<file path="src/rtl/tdc_result_reader.sv">
// TDC result reader: captures merged measurement words on done_in, buffers them in a FIFO and
// streams each as a HEADER-framed byte sequence. Define TDC_READER_SEQ_EN to add a sequence byte.
module tdc_result_reader #(
   parameter int unsigned DIG_OUT    = 24,
   parameter int unsigned DEPTH_LOG2 = 2,
   parameter logic [7:0]  HEADER     = 8'hA5
) (
   input  logic                  clk,
   input  logic                  irst_n,
   input  logic                  done_in,
   input  logic [DIG_OUT-1:0]    word_in,
   output logic [7:0]            tx_data,
   output logic                  tx_valid,
   input  logic                  tx_ready,
   input  logic                  clear_ovf,
   output logic                  overflow,
   output logic [DEPTH_LOG2:0]   fifo_level,
   output logic                  busy
);

   localparam int unsigned Depth  = 1 << DEPTH_LOG2;
   localparam int unsigned NBytes = (DIG_OUT + 7) / 8;
   localparam int unsigned ShW    = NBytes * 8;
   localparam int unsigned IdxW   = (NBytes > 1) ? $clog2(NBytes) : 1;
   localparam int unsigned PtrW   = DEPTH_LOG2 + 1;

   typedef enum logic [1:0] {
      StIdle,
      StHdr,
      StData
`ifdef TDC_READER_SEQ_EN
      , StSeq
`endif
   } state_e;

   state_e                 state_q, state_d;
   logic [IdxW-1:0]        idx_q, idx_d;
   logic [ShW-1:0]         sh_q, sh_d;
   logic [PtrW-1:0]        wr_ptr_q, wr_ptr_d, rd_ptr_q, rd_ptr_d;
   logic                   overflow_q, overflow_d;
   logic [DIG_OUT-1:0]     mem_q [Depth];
   logic [DEPTH_LOG2-1:0]  wr_idx, rd_idx;
   logic [PtrW-1:0]        level;
   logic                   full, pop, push, drop;
   logic [7:0]             byte_sel;

`ifdef TDC_READER_SEQ_EN
   logic [7:0] seq_cnt_q;
   logic [7:0] seq_mem_q [Depth];
   logic [7:0] seq_frame_q, seq_frame_d;
`endif

   // A pop on the same edge frees a slot, so a full FIFO still accepts the push.
   always_comb begin
      level      = wr_ptr_q - rd_ptr_q;
      full       = (level == PtrW'(Depth));
      pop        = (state_q == StIdle) && (level != '0);
      push       = done_in && (!full || pop);
      drop       = done_in && full && !pop;
      wr_idx     = wr_ptr_q[DEPTH_LOG2-1:0];
      rd_idx     = rd_ptr_q[DEPTH_LOG2-1:0];
      wr_ptr_d   = wr_ptr_q + PtrW'(push);
      rd_ptr_d   = rd_ptr_q + PtrW'(pop);
      overflow_d = drop ? 1'b1 : (clear_ovf ? 1'b0 : overflow_q);
   end

   always_ff @(posedge clk or negedge irst_n) begin
      if (!irst_n) begin
         wr_ptr_q   <= '0;
         rd_ptr_q   <= '0;
         overflow_q <= 1'b0;
      end else begin
         wr_ptr_q   <= wr_ptr_d;
         rd_ptr_q   <= rd_ptr_d;
         overflow_q <= overflow_d;
      end
   end

   always_ff @(posedge clk) begin
      if (push) begin
         mem_q[wr_idx] <= word_in;
`ifdef TDC_READER_SEQ_EN
         seq_mem_q[wr_idx] <= seq_cnt_q;
`endif
      end
   end

`ifdef TDC_READER_SEQ_EN
   always_ff @(posedge clk or negedge irst_n) begin
      if (!irst_n) begin
         seq_cnt_q <= 8'h00;
      end else if (push) begin
         seq_cnt_q <= seq_cnt_q + 8'h01;
      end
   end
`endif

   // FSM state and datapath registers
   always_ff @(posedge clk or negedge irst_n) begin
      if (!irst_n) begin
         state_q <= StIdle;
         idx_q   <= '0;
         sh_q    <= '0;
`ifdef TDC_READER_SEQ_EN
         seq_frame_q <= 8'h00;
`endif
      end else begin
         state_q <= state_d;
         idx_q   <= idx_d;
         sh_q    <= sh_d;
`ifdef TDC_READER_SEQ_EN
         seq_frame_q <= seq_frame_d;
`endif
      end
   end

   // FSM next state; tx_valid is high in every non-idle state, so tx_ready alone means accept.
   always_comb begin
      state_d = state_q;
      idx_d   = idx_q;
      sh_d    = sh_q;
`ifdef TDC_READER_SEQ_EN
      seq_frame_d = seq_frame_q;
`endif
      case (state_q)
         StIdle: begin
            if (pop) begin
               sh_d    = ShW'(mem_q[rd_idx]);
               idx_d   = '0;
               state_d = StHdr;
`ifdef TDC_READER_SEQ_EN
               seq_frame_d = seq_mem_q[rd_idx];
`endif
            end
         end
         StHdr: begin
            if (tx_ready) begin
`ifdef TDC_READER_SEQ_EN
               state_d = StSeq;
`else
               state_d = StData;
`endif
            end
         end
`ifdef TDC_READER_SEQ_EN
         StSeq: begin
            if (tx_ready) state_d = StData;
         end
`endif
         StData: begin
            if (tx_ready) begin
               if (idx_q == IdxW'(NBytes - 1)) begin
                  state_d = StIdle;
               end else begin
                  idx_d = idx_q + IdxW'(1);
               end
            end
         end
         default: state_d = StIdle;
      endcase
   end

   // MSB-first byte selection
   always_comb begin
      byte_sel = 8'h00;
      for (int i = 0; i < int'(NBytes); i++) begin
         if (idx_q == IdxW'(int'(NBytes) - 1 - i)) byte_sel = sh_q[i*8 +: 8];
      end
   end

   // FSM outputs
   always_comb begin
      tx_valid = 1'b0;
      tx_data  = 8'h00;
      case (state_q)
         StHdr: begin
            tx_valid = 1'b1;
            tx_data  = HEADER;
         end
`ifdef TDC_READER_SEQ_EN
         StSeq: begin
            tx_valid = 1'b1;
            tx_data  = seq_frame_q;
         end
`endif
         StData: begin
            tx_valid = 1'b1;
            tx_data  = byte_sel;
         end
         default: ;
      endcase
   end

   assign overflow   = overflow_q;
   assign fifo_level = level;
   assign busy       = (state_q != StIdle) || (level != '0);

endmodule
</file>
<file path="config.mk">
export PLATFORM = sky130hd
export DESIGN_NAME = tdc_result_reader
export DESIGN_NICKNAME = d
export VERILOG_FILES = /design/src/rtl/tdc_result_reader.sv
export SDC_FILE = /design/constraint.sdc
export NUM_CORES = 1
export LEC_CHECK = 0
export CORE_UTILIZATION = 50
export DETAILED_ROUTE_END_ITERATION = 8
export PLACE_DENSITY = 0.84
export SYNTH_ARGS = -nofsm -noshare
export SYNTH_HDL_FRONTEND = slang
export SYNTH_SLANG_ARGS = --single-unit
</file>
<file path="constraint.sdc">
create_clock -name clk -period 3.75 [get_ports clk]
set_input_delay 0.5625 -clock clk [delete_from_list [all_inputs] [get_ports clk]]
set_output_delay 0.5625 -clock clk [all_outputs]
set_load 0.02 [all_outputs]
</file>
==> qor.txt <==
========================================================================================================
Cts hold-fix bufs .........................................................................            0
Post-synth ARST share .....................................................................       26.72%
Max-slew violation count ..................................................................            0
Average wire per standard cell ............................................................     20.46 um
Fraction of post-synthesis cell area in the top cell type by area .........................       53.59%
Unrepaired setup endpoints after global routing ...........................................           no
Slowest cell on the critical path ......................................................... sky130_fd_sc_hd__clkdlybuf4s50_1
Layout-stage area growth over the synthesis result ........................................       21.40%
Vias in the first global route ............................................................         2999
Residual DRC count ........................................................................            0
Number of instances in the synthesized netlist ............................................          275
Number of nets produced by synthesis ......................................................          317
Diodes inserted ...........................................................................            0
Die boundary height .......................................................................     105.7 um
Max capacitance violation total ...........................................................            0
Tightest Hold Check Type .................................................................. primary input to async pin
Die outline area ..........................................................................    11180 um2
Flip-flop and latch area ..................................................................     3759 um2
Pre-Repair DR Iteration Count .............................................................            4
Maximum number of pins on one net before global-route repair ..............................           36
Fraction of final layout cells sized beyond drive strength 1 ..............................       27.38%
Count of yosys warnings during synthesis ..................................................            0
Post-synth EDFFs ..........................................................................           96
Peak VDD IR ...............................................................................    0.8959 mV
Aggregate negative setup slack ............................................................         0 ps
Congestion Overflow GR ....................................................................            0
Total standard cell area after synthesis ..................................................     5379 um2
Antenna-violating nets left ...............................................................            0
Sum of routed wire length over all layers .................................................     9.883 mm
Worst Reg2Reg Path Length in Cells ........................................................           11
Count of buffering cells on the critical path with inverters included .....................            2
Post-CTS clock slew at the launch and capture registers of the worst setup and hold paths .        60 ps
Mean instance size in the synthesized netlist .............................................    19.56 um2
Max frequency .............................................................................    294.1 MHz
Delay contributed by the slowest stage of the critical path ...............................       670 ps
Setup ws final ............................................................................     350.1 ps
CP Depth ..................................................................................            6
IO buf count ..............................................................................           42
Final-layout fill cell count ..............................................................          731
Post-synthesis register bit count .........................................................          131
Width of the die ..........................................................................     105.7 um
Cell type with the highest aggregate area in the netlist .................................. sky130_fd_sc_hd__edfxtp_1
Power density relative to cell area ....................................................... 952.7 nW/um2
Vias per std cell .........................................................................        5.650
Via count .................................................................................         2729
Type of origin of the critical path .......................................................     register
Worst Max-Slew Pin Slew ...................................................................     540.7 ps
Ports placed on the boundary ..............................................................           43
Tot GR Track Use ..........................................................................       19.93%
Total leakage power .......................................................................     2.413 nW
Cells taking the most area after synthesis ................................................ sky130_fd_sc_hd__edfxtp_1 (54%), sky130_fd_sc_hd__dfrtp_1 (16%), sky130_fd_sc_hd__mux4_2 (10%)
Final layout net count ....................................................................          376
Buffer cell driving the clock tree root ................................................... sky130_fd_sc_hd__clkbuf_8
Worst flop-to-flop path endpoint .......................................................... rd_ptr_q[2]$_DFF_PN0_
Row count .................................................................................           37
Worst-path maximum fanout .................................................................            7
Multi-input gate area .....................................................................     1509 um2
Cells along the critical path ............................................................. inv_1, ha_1, nor2b_2, a221oi_1, o31ai_1, clkdlybuf4s50_1
Sequential-to-total area share from yosys stat ............................................       69.88%
Worst endpoint required time ..............................................................      3190 ps
Final worst-path cycle share ..............................................................       90.66%
Final RePlAce weighted congestion .........................................................       0.7904
Setup Viol. Count Final ...................................................................            0
Worst-Skew Late Latency ...................................................................       510 ps
Crit path capture type .................................................................... primary output
Core footprint ............................................................................    10370 um2
Most frequently used flop master after synthesis .......................................... sky130_fd_sc_hd__edfxtp_1
Total count of hold-check failures in the final report ....................................            0
Post-CTS Setup Repair Bufs ................................................................            0
Period minus WS final .....................................................................      3400 ps
CTS tree ..................................................................................         done
Worst slew slack as a fraction of its limit ...............................................       63.95%
Global-route wire length before repair ....................................................     16.13 mm
Crit Path Class ........................................................................... register to primary output
Number of buffers created by CTS ..........................................................           17
CTS H-Tree Depth ..........................................................................            4
First-iteration detailed-routing DRC count ................................................          166
Initial core utilization ..................................................................       51.87%
Data arrival at the endpoint of the critical path .........................................      2840 ps
Sink Count ................................................................................          131
Largest delay contributor family on the critical path ..................................... buffers and inverters
Max Root-Sink Buffers .....................................................................            2
RR Startpoint ............................................................................. wr_ptr_q[0]$_DFF_PN0_
Post-place setup slack ....................................................................     834.2 ps
Post-route clock skew .....................................................................     9.895 ps
Setup slack, reg-to-reg ...................................................................       970 ps
Outcome ................................................................................... complete, no violations
Antenna violations before repair ..........................................................            0
Unique cell type count in the Yosys netlist ...............................................           34
DP HPWL ...................................................................................     5.940 mm
========================================================================================================
layout by cell type, fill, tap and decap left out, types with 3 or more instances in the layout:
cell type	Yosys	final
sky130_fd_sc_hd__clkdlybuf4s50_1	0	42
sky130_fd_sc_hd__clkinvlp_4	0	3
sky130_fd_sc_hd__o31ai_1	5	5
sky130_fd_sc_hd__nor3_2	0	4
sky130_fd_sc_hd__nor3_1	9	5
sky130_fd_sc_hd__clkbuf_1	4	3
sky130_fd_sc_hd__mux4_2	24	24
sky130_fd_sc_hd__ha_1	12	12
sky130_fd_sc_hd__inv_6	0	3
sky130_fd_sc_hd__edfxtp_1	96	96
sky130_fd_sc_hd__clkbuf_16	0	16
sky130_fd_sc_hd__mux2_4	19	19
sky130_fd_sc_hd__a221oi_1	8	8
sky130_fd_sc_hd__buf_4	0	9
sky130_fd_sc_hd__dfrtp_1	35	35
sky130_fd_sc_hd__inv_1	11	11
sky130_fd_sc_hd__mux2_2	7	7
sky130_fd_sc_hd__nor2b_1	13	12
sky130_fd_sc_hd__nand2_1	4	4
state kept, by name (all words and copies together) (netlist names):
name	cells
mem_q	96
sh_q	24
rd_ptr_q	3
wr_ptr_q	3
idx_q	2
state_q	2
overflow	1
stage by stage:
step	power [W]	hold WS (ps)	cell area (um2)	instances	util [%]
after floorplan	0.004049	266.9	5379	275	-
after global placement	0.004574	470.6	5971	451	57.58
after detailed placement	0.004691	471.5	5971	451	57.58
after CTS	0.006270	472.9	6528	483	62.95
after global routing	0.006528	492.0	6530	483	62.97
final	0.006221	463.6	6530	483	62.97
worst max-delay path by stage:
| stage | slack (ps) | from | end |
|---|---|---|---|
| CTS | 190 | idx_q[0]$_DFFE_PN0P_ | tx_data[0] |
| finish | 350 | idx_q[0]$_DFFE_PN0P_ | tx_data[0] |
| floorplan | 200 | wr_ptr_q[0]$_DFF_PN0_ | mem_q[2][0]$_DFFE_PP_ |
| detailed placement | 830 | idx_q[0]$_DFFE_PN0P_ | tx_data[0] |
| global route | 170 | idx_q[0]$_DFFE_PN0P_ | tx_data[0] |
| global placement | 1000 | idx_q[0]$_DFFE_PN0P_ | tx_data[0] |
report_power, final:
part	leakage (nW)	internal, W	switching, W
combinational	0.851	0.00122	0.00121
clock	0.264	0.000947	0.000593
sequential	1.30	0.00204	0.000206
total	2.41	0.00421	0.00201
what timing repair did:
action / in CTS / in global routing
resized for setup: 0 / 1
endpoints found under the hold margin: 0 / 0
endpoints found under the setup margin: 0 / 1
cells in the mapped netlist (3+ instances only):
master and instances:
sky130_fd_sc_hd__edfxtp_1 96, sky130_fd_sc_hd__dfrtp_1 35, sky130_fd_sc_hd__mux4_2 24, sky130_fd_sc_hd__mux2_4 19, sky130_fd_sc_hd__nor2b_1 13, sky130_fd_sc_hd__ha_1 12, sky130_fd_sc_hd__inv_1 11, sky130_fd_sc_hd__nor3_1 9
sky130_fd_sc_hd__a221oi_1 8, sky130_fd_sc_hd__mux2_2 7, sky130_fd_sc_hd__o31ai_1 5, sky130_fd_sc_hd__clkbuf_1 4, sky130_fd_sc_hd__nand2_1 4, sky130_fd_sc_hd__buf_2 3
area by class of cell:
cell class	count	share of cell area, %
clock inverters	12	2.012
flip-flops and latches	131	57.56
inverters	12	0.7281
repair buffers	51	7.473
multi-input cells	121	23.11
well taps	136	2.606
clock buffers	20	6.515
logic make-up after synthesis:
logic type	count (synthesis)	share of synthesized area, %
AO/OA/AOI/OAI	22	3.443
XOR/XNOR	3	0.7676
buffers and inverters	23	2.489
flip-flops	131	69.88
multiplexers	50	16.82
AND/OR/NAND/NOR	33	3.443
adder cells (fa/ha/maj)	13	3.163
routing by layer:
metal	wire length [um]	GRT usage (%)	vias up	part of all wire, %
li1	-	-	1220	-
met1	4200	25.51	1408	42
met2	5105	32.73	86	52
met3	368	5.133	15	3.7
met4	208	7.837	0	2.1
met5	0	0	-	0
No activity file was read; power rests on OpenSTA's default activity.
